[config.mk]
export PLATFORM = sky130hd
export DESIGN_NAME = ps2_key_decoder
export DESIGN_NICKNAME = d
export VERILOG_FILES = /design/src/rtl/ps2_pkg.sv /design/src/rtl/ps2_line_sync.sv /design/src/rtl/ps2_key_decoder.sv
export SDC_FILE = /design/constraint.sdc
export NUM_CORES = 1
export LEC_CHECK = 0
export BUFFER_PORTS_ARGS = -buffer_cell sky130_fd_sc_hd__clkbuf_2
export CORE_MARGIN = 5
export CORE_UTILIZATION = 25
export DETAILED_ROUTE_END_ITERATION = 10
export REMOVE_ABC_BUFFERS = 1
export SLEW_MARGIN = 20
export SYNTH_ARGS = -nofsm -noshare
export SYNTH_HDL_FRONTEND = slang
export SYNTH_SLANG_ARGS = --single-unit
[constraint.sdc]
create_clock -name clk -period 2 [get_ports clk]
set_input_delay 0.1 -clock clk [delete_from_list [all_inputs] [get_ports clk]]
set_output_delay 0.1 -clock clk [all_outputs]
set_load 0.05 [all_outputs]
[src/rtl/ps2_pkg.sv]
// Shared PS/2 definitions: frame FSM states, protocol bytes and arrow scan codes
// (the arrow codes are also consumed by the sprite-motion FSM).
package ps2_pkg;

  localparam int unsigned BYTE_W    = 8;
  localparam int unsigned BIT_CNT_W = 3;

  typedef enum logic [1:0] {
    IDLE,
    DATA,
    PARITY,
    STOP
  } ps2_state_e;

  localparam logic [BYTE_W-1:0] PS2_EXT   = 8'hE0;
  localparam logic [BYTE_W-1:0] PS2_BRK   = 8'hF0;
  localparam logic [BYTE_W-1:0] PS2_PAUSE = 8'hE1;

  localparam logic [BYTE_W-1:0] KEY_UP    = 8'h75;
  localparam logic [BYTE_W-1:0] KEY_DOWN  = 8'h72;
  localparam logic [BYTE_W-1:0] KEY_LEFT  = 8'h6B;
  localparam logic [BYTE_W-1:0] KEY_RIGHT = 8'h74;

endpackage

[src/rtl/ps2_line_sync.sv]
// PS/2 line conditioning.
//   clk, rst_n       : system clock, async active-low reset
//   clk_pin          : raw ps2_clk, 2-flop synchronized then glitch-filtered
//   data_pin         : raw ps2_data, 2-flop synchronized only
//   data_sync_o      : synchronized ps2_data
//   clk_fall_o       : 1-cycle pulse on a filtered ps2_clk 1->0 transition
module ps2_line_sync #(
  parameter int unsigned FILTER_LEN = 4
) (
  input  logic clk,
  input  logic rst_n,
  input  logic clk_pin,
  input  logic data_pin,
  output logic data_sync_o,
  output logic clk_fall_o
);

  localparam int unsigned CNT_W = (FILTER_LEN > 1) ? $clog2(FILTER_LEN) : 1;

  logic             clk_meta_q, clk_meta_d;
  logic             clk_sync_q, clk_sync_d;
  logic             data_meta_q, data_meta_d;
  logic             data_sync_q, data_sync_d;
  logic             filt_q, filt_d;
  logic [CNT_W-1:0] cnt_q, cnt_d;
  logic             fall_q, fall_d;

  // Filtered level follows the synced level only after FILTER_LEN consecutive
  // differing samples; any agreeing sample restarts the count.
  always_comb begin
    clk_meta_d  = clk_pin;
    clk_sync_d  = clk_meta_q;
    data_meta_d = data_pin;
    data_sync_d = data_meta_q;
    filt_d      = filt_q;
    cnt_d       = '0;
    fall_d      = 1'b0;
    if (clk_sync_q != filt_q) begin
      if (cnt_q == CNT_W'(FILTER_LEN - 1)) begin
        filt_d = clk_sync_q;
        fall_d = ~clk_sync_q;
      end else begin
        cnt_d = cnt_q + CNT_W'(1);
      end
    end
  end

  // Lines idle high, so all stages reset to 1.
  always_ff @(posedge clk or negedge rst_n) begin
    if (!rst_n) begin
      clk_meta_q  <= 1'b1;
      clk_sync_q  <= 1'b1;
      data_meta_q <= 1'b1;
      data_sync_q <= 1'b1;
      filt_q      <= 1'b1;
      cnt_q       <= '0;
      fall_q      <= 1'b0;
    end else begin
      clk_meta_q  <= clk_meta_d;
      clk_sync_q  <= clk_sync_d;
      data_meta_q <= data_meta_d;
      data_sync_q <= data_sync_d;
      filt_q      <= filt_d;
      cnt_q       <= cnt_d;
      fall_q      <= fall_d;
    end
  end

  assign data_sync_o = data_sync_q;
  assign clk_fall_o  = fall_q;

endmodule

[src/rtl/ps2_key_decoder.sv]
// PS/2 keyboard frame receiver and make/break/extended decoder.
//   clk, rst_n   : system clock, async active-low reset
//   ps2_clk/data : raw asynchronous PS/2 pins
//   keycode      : base scan code of the held key, 0 when none
//   extended     : held key was E0-prefixed
//   key_valid    : pulse per accepted make code (repeats included)
//   key_release  : pulse per accepted break code
//   frame_err    : pulse on start/parity/stop/timeout error
module ps2_key_decoder
  import ps2_pkg::*;
#(
  parameter int unsigned FILTER_LEN  = 4,
  parameter int unsigned TIMEOUT_CYC = 100000
) (
  input  logic              clk,
  input  logic              rst_n,
  input  logic              ps2_clk,
  input  logic              ps2_data,
  output logic [BYTE_W-1:0] keycode,
  output logic              extended,
  output logic              key_valid,
  output logic              key_release,
  output logic              frame_err
);

  localparam int unsigned TMO_W = (TIMEOUT_CYC > 2) ? $clog2(TIMEOUT_CYC) : 1;
  localparam logic [TMO_W-1:0] TMO_MAX = TMO_W'(TIMEOUT_CYC - 1);

  logic data_sync, clk_fall;

  ps2_line_sync #(.FILTER_LEN(FILTER_LEN)) u_line_sync (
    .clk        (clk),
    .rst_n      (rst_n),
    .clk_pin    (ps2_clk),
    .data_pin   (ps2_data),
    .data_sync_o(data_sync),
    .clk_fall_o (clk_fall)
  );

  ps2_state_e           state_q, state_d;
  logic [BIT_CNT_W-1:0] bit_cnt_q, bit_cnt_d;
  logic [BYTE_W-1:0]    shreg_q, shreg_d;
  logic                 par_q, par_d;
  logic [TMO_W-1:0]     tmo_q, tmo_d;
  logic                 ext_pend_q, ext_pend_d;
  logic                 brk_pend_q, brk_pend_d;
  logic [BYTE_W-1:0]    keycode_q, keycode_d;
  logic                 extended_q, extended_d;
  logic                 key_valid_q, key_valid_d;
  logic                 key_release_q, key_release_d;
  logic                 frame_err_q, frame_err_d;

  // Frame FSM, byte interpretation and held-key tracking.
  always_comb begin
    state_d       = state_q;
    bit_cnt_d     = bit_cnt_q;
    shreg_d       = shreg_q;
    par_d         = par_q;
    ext_pend_d    = ext_pend_q;
    brk_pend_d    = brk_pend_q;
    keycode_d     = keycode_q;
    extended_d    = extended_q;
    key_valid_d   = 1'b0;
    key_release_d = 1'b0;
    frame_err_d   = 1'b0;

    // Saturating idle-line counter, held at zero in IDLE and on every fall.
    if (state_q == IDLE || clk_fall) begin
      tmo_d = '0;
    end else if (tmo_q == TMO_MAX) begin
      tmo_d = tmo_q;
    end else begin
      tmo_d = tmo_q + TMO_W'(1);
    end

    if (state_q != IDLE && !clk_fall && tmo_q == TMO_MAX) begin
      state_d     = IDLE;
      frame_err_d = 1'b1;
      ext_pend_d  = 1'b0;
      brk_pend_d  = 1'b0;
    end else if (clk_fall) begin
      case (state_q)
        IDLE: begin
          if (!data_sync) begin
            state_d   = DATA;
            bit_cnt_d = '0;
          end else begin
            frame_err_d = 1'b1;
          end
        end
        DATA: begin
          shreg_d   = {data_sync, shreg_q[BYTE_W-1:1]};
          bit_cnt_d = bit_cnt_q + BIT_CNT_W'(1);
          if (bit_cnt_q == BIT_CNT_W'(7)) state_d = PARITY;
        end
        PARITY: begin
          par_d   = data_sync;
          state_d = STOP;
        end
        STOP: begin
          state_d = IDLE;
          if ((^{shreg_q, par_q}) && data_sync) begin
            case (shreg_q)
              PS2_EXT: ext_pend_d = 1'b1;
              PS2_BRK: brk_pend_d = 1'b1;
              PS2_PAUSE: begin
                ext_pend_d = 1'b0;
                brk_pend_d = 1'b0;
              end
              default: begin
                ext_pend_d = 1'b0;
                brk_pend_d = 1'b0;
                if (!brk_pend_q) begin
                  keycode_d   = shreg_q;
                  extended_d  = ext_pend_q;
                  key_valid_d = 1'b1;
                end else begin
                  key_release_d = 1'b1;
                  // Releasing a key other than the held one leaves it held.
                  if ({ext_pend_q, shreg_q} == {extended_q, keycode_q}) begin
                    keycode_d  = '0;
                    extended_d = 1'b0;
                  end
                end
              end
            endcase
          end else begin
            frame_err_d = 1'b1;
            ext_pend_d  = 1'b0;
            brk_pend_d  = 1'b0;
          end
        end
        default: state_d = IDLE;
      endcase
    end
  end

  always_ff @(posedge clk or negedge rst_n) begin
    if (!rst_n) begin
      state_q       <= IDLE;
      bit_cnt_q     <= '0;
      shreg_q       <= '0;
      par_q         <= 1'b0;
      tmo_q         <= '0;
      ext_pend_q    <= 1'b0;
      brk_pend_q    <= 1'b0;
      keycode_q     <= '0;
      extended_q    <= 1'b0;
      key_valid_q   <= 1'b0;
      key_release_q <= 1'b0;
      frame_err_q   <= 1'b0;
    end else begin
      state_q       <= state_d;
      bit_cnt_q     <= bit_cnt_d;
      shreg_q       <= shreg_d;
      par_q         <= par_d;
      tmo_q         <= tmo_d;
      ext_pend_q    <= ext_pend_d;
      brk_pend_q    <= brk_pend_d;
      keycode_q     <= keycode_d;
      extended_q    <= extended_d;
      key_valid_q   <= key_valid_d;
      key_release_q <= key_release_d;
      frame_err_q   <= frame_err_d;
    end
  end

  assign keycode     = keycode_q;
  assign extended    = extended_q;
  assign key_valid   = key_valid_q;
  assign key_release = key_release_q;
  assign frame_err   = frame_err_q;

endmodule
Word-level counts from Yosys, hierarchy flattened
Index checks and enable logic that the tools add are counted.

storage, ports and cells
  word-level logic and storage cells = 107
  output and inout bits = 12
  flip-flop bits (word level) = 53
  input port bits = 4

cells by class
  eq/ne operators = 18
  reductions and logical operators = 20
  bitwise operators = 3
  add/sub/neg operators = 3
  muxes and demuxes = 44

operator list
  kind                                           count
  2-to-1 mux 17 bit                              2
  2-to-1 mux 1 bit                               28
  == test 8 bit, second input constant           3
  adder 17 x 1 -> 17 bit, second input constant  1
  == test 17 bit, second input constant          1
  2-to-1 mux 8 bit                               2
  AND reduction 3 bit                            5
  2-to-1 mux 2 bit                               6
  != test 3 bit, second input constant           4
  == test 9 bit                                  1
  XOR reduction 9 bit                            1
  case mux 2 bit (4 select lines)                1
  nonzero test 2 bit                             4
  == test 2 bit, second input constant           3
  case mux 1 bit (2 select lines)                3
  case mux 3 bit (2 select lines)                1
  AND reduction 6 bit                            1
  != test 2 bit, second input constant           2
  AND reduction 4 bit                            1
  adder 3 x 1 -> 3 bit, second input constant    1
  == test 3 bit, second input constant           1
  logical AND 1 bit                              3
  2-to-1 mux 3 bit                               1
  NOT 1 bit                                      3
  9 further kinds                                9

Logic depth before layout (Yosys ltp)
  depth after elaboration = 7
  gate-level depth with buffers = 7
  gate-level depth less buffers = 7

Modules after synthesis
From an unflattened synthesis, not the netlist that was laid out.

second synthesis, totals
  cell total of the unflattened synthesis = 224
  area, all modules = 2539.9 µm²

modules (own cells, without submodules)
  module           cells each  area an instance (µm²)  times used
  ps2_key_decoder  210         2274.7                  1
  ps2_line_sync    14          265.3                   1

Least setup slack after synthesis
Ideal clock, no wire load.

  path kind = flip-flop to flip-flop
  from = reg extended_q (netlist: extended)
  to = reg keycode_q[0] (netlist: keycode[0])
  period minus slack after synthesis = 2.005 ns
  arrival = 1.884 ns
  setup time = 0.121 ns
  buffers on the path = 1
  slack = -0.005 ns
  required time = 1.879 ns
  cell stages (with the launch flop) = 7
  cells stage by stage = dfrtp_1 -> xor2_1 -> nor4_1 -> nand4_1 -> a2111o_1 -> buf_6 -> a22o_1

on the way
  cells in the longest elaborated chain, start to end = 3

RTL lines
  item                              RTL line                text
  start: declaration                ps2_key_decoder.sv:48   logic extended_q, extended_d;
  start signal: assignment          ps2_key_decoder.sv:161  extended_q <= extended_d;
  == test 9 bit                     ps2_key_decoder.sv:120  if ({ext_pend_q, shreg_q} == {extended_q, keycode_q}) begin
  != test 2 x 1 -> 1 bit (no line)  n/a
  AND reduction 6 bit (no line)     n/a
  end signal: assignment            ps2_key_decoder.sv:160  keycode_q <= keycode_d;
  end: declaration                  ps2_key_decoder.sv:47   logic [BYTE_W-1:0] keycode_q, keycode_d;

No other way between the ends.
A chain may end at the register's enable or synchronous reset.

Worst setup path after layout
  from = reg shreg_q[0]
  to = reg keycode_q[0] (netlist: keycode[0])

on the way
  cells in the longest elaborated chain, start to end = 4
  elaborated cells on any way between the ends = 11

RTL lines
  item                           RTL line                text
  start: declaration             ps2_key_decoder.sv:42   logic [BYTE_W-1:0] shreg_q, shreg_d;
  start signal: assignment       ps2_key_decoder.sv:155  shreg_q <= shreg_d;
  == test 8 bit                  ps2_key_decoder.sv:103  case (shreg_q)
  OR reduction 3 bit (no line)   n/a
  NOT 1 bit (no line)            n/a
  AND reduction 6 bit (no line)  n/a

Parallel ways exist; a longest one is shown, timed or not.

==> results.md <==
* Status: complete, but fails checks
* Failing checks: negative setup slack
* Max rail drop VDD at 343 uV
* Max-cap viol count at 0
* WL final at 5470 um
* FFs w/ async S/R, synth at 100%
* CP endpoint kind: register
* Worst-Skew Late Latency at 310 ps
* Clk buf depth at 2
* Fin. Hold Viols at 0
* Antenna diodes at 0
* Synth area leaders: dfrtp_1, dfstp_2, xnor2_1
* Min Hold Slack at approximately 230 ps
* Final Critical Period at 2030 ps
* Least-Margin Pin Slew at around 420 ps
* Setup violations, final at 6
* GP Congestion at 0.778
* # rows at 37
* Synth area leader: dfrtp_1
* Synthesized cell area at 2580 um^2
* Antenna-violating nets left at 0
* Initial antenna violation count at 0
* Slack of the critical path at -34.9 ps
* Clk sinks at 53
* Power after layout at 2680 uW
* Die W at 112 um
* Register area share after synthesis at around 52%
* Final Cycle Share at 102%
* H-Tree Level Count at 2
* DR WL/cell at 13.3 um
* DP HPWL at between 3000 and 4000 um
* Relative slew slack at 71.7%
* Crit path max fanout at 5
* Fillcell total at 1064
* # DRC at 0
* Average size of a mapped cell at 11.1 um^2
* First-pass DRT Iterations at 6
* Max Slew Vio Count at 0
* Most used DFF post-synth: dfrtp_1
* DR vias at 1878
* Total gr overflow at 0
* IO Count at 16
* GR Util All Layers at a little under a tenth
* Worst Skew at 19.6 ps
* Num CTS Buffers at 5
* CTS tree: yes
* RSZ-0062 raised after global routing: true
* Nets at 286
* Port bufs at 15
* CTS Root Cell: clkbuf_8
* Global-route wire length before repair at 9630 um
* WP data arrival at 2230 ps
* CTS clock-pin slew for the worst setup and hold paths at 110 ps
* Number of synthesized flops with an enable pin at 0
* Critical path class: register to register
* Largest net degree at the start of global routing at 23
* Leakage power at approximately 0.0015 uW
* CP Launch Type: register
* Initial Util at 25.4%
* PD cells at roughly 850 nW/um^2
* Achievable Freq at roughly 0.49 GHz
* Die Span Y at 112 um
* Yosys cell types at 41
* Syn. warnings at 0
* Cells after Synth at approximately 230
* 1st-iter DRT viols at 169
* Core area at just over 10000 um^2
* Area of the multi-input gates at roughly 1200 um^2
* Most common cell after layout, fill and taps aside: dfrtp_1
* Worst EP required at 2200 ps
* Hold WC Path Type: primary input to async pin
* Via count normalized by instance count at 4.58
* Post-synthesis register bit count at 53
* Sequential Area at 1330 um^2
* Fraction of final layout cells sized beyond drive strength 1 at 27.0%
* Top-area cell type share of the netlist area at 46.5%
* Die ar. at 12500 um^2
* P&R area growth vs syn at 21.9%
* Most frequent cells in the layout: dfrtp_1, buf_4, nand2_1
* Vias in the first global route at around 1900
## what timing repair did
item / in CTS / in global routing
gates cloned: 1 / 1
hold buffers: 3 / 0
pin swaps: 3 / 4
buffers inserted: 1 / 1
setup endpoints to repair: 10 / 14
hold endpoints to repair: 15 / 0
gates resized for setup: 2 / 7
## layer usage
| metal | part of all wire [%] | global-route usage [%] | vias to the layer above |
|---|---|---|---|
| met5 | 0 | 0 | - |
| met4 | 0.22 | 1.95 | 0 |
| met3 | 3.8 | 2.23 | 2 |
| met2 | 46 | 14.0 | 44 |
| met1 | 50 | 12.9 | 920 |
| li1 | - | - | 912 |
## Yosys cell counts, types with 8 or more instances
cell,number
ha_1,9
o21ai_0,13
nand2_1,17
xnor2_1,13
dfrtp_1,48
mux2_2,8
a21oi_1,8
a22o_1,11
xor2_1,12
nor2_1,14
## critical path: stages, from the launching register on
cell      delay [ps]
dfrtp_1          400
xnor2_1          190
xnor3_2          470
xnor2_2          170
a2111o_1         470
a22o_1           220
## where the power goes
part	internal, uW	switching [uW]
clock network	376	368
registers	1210	122
logic	283	323
total	1870	813
## stage by stage
step	setup WS, ps	util (%)	setup TNS [ps]	instance area, um^2	cells
after CTS	-9.60	30.6	-16.3	3110	408
after global routing	-102	30.9	-811	3150	410
after floorplan	4.39	-	0	2530	222
after detailed placement	-31.9	29.0	-192	2950	396
final	-34.9	30.9	-127	3150	410
after global placement	25.9	29.0	0	2950	396
## path summary, 6_finish.rpt
path	depth (start not counted)	startpoint	slack, ps	endpoint
max in group asynchronous	3	rst_n	1080	u_line_sync.data_meta_q$_DFF_PN1_
min reg2reg	0	u_line_sync.clk_meta_q$_DFF_PN1_	360	u_line_sync.clk_sync_q$_DFF_PN1_
min	2	rst_n	230	key_valid$_DFF_PN0_
max reg2reg	5	shreg_q[0]$_DFFE_PN0P_	-30	keycode[0]$_DFFE_PN0P_
min in group clk	0	u_line_sync.clk_meta_q$_DFF_PN1_	360	u_line_sync.clk_sync_q$_DFF_PN1_
max	5	shreg_q[0]$_DFFE_PN0P_	-30	keycode[0]$_DFFE_PN0P_
## sequential cells by signal (all words and copies together), names as in the netlist, 2 cells and up
register / count
tmo_q: 17
keycode: 8
shreg_q: 8
bit_cnt_q: 3
state_q: 2
u_line_sync.cnt_q: 2
## logic make-up (layout without fill, tap and decap cells)
family	after synthesis	after routing	share of synthesized area (%)
DFF	53	53	51.6
and+or+nand+nor	76	76	16.7
xor gates and xnor gates	27	27	10.0
adders and majority gates	9	9	4.36
muxes	8	8	3.49
buffers and inverters	17	58	2.96
AOI/OAI and AO/OA	42	43	10.9
## cell type report
type | instances | share of cell area, %
flip-flops and latches | 53 | 42.4
multi-input cells | 163 | 38.4
repair buffers | 43 | 9.42
well taps | 136 | 5.41
clock buffers | 5 | 2.19
clock inverters | 3 | 1.39
inverters | 7 | 0.835
Power figures use the tool's default switching activity.
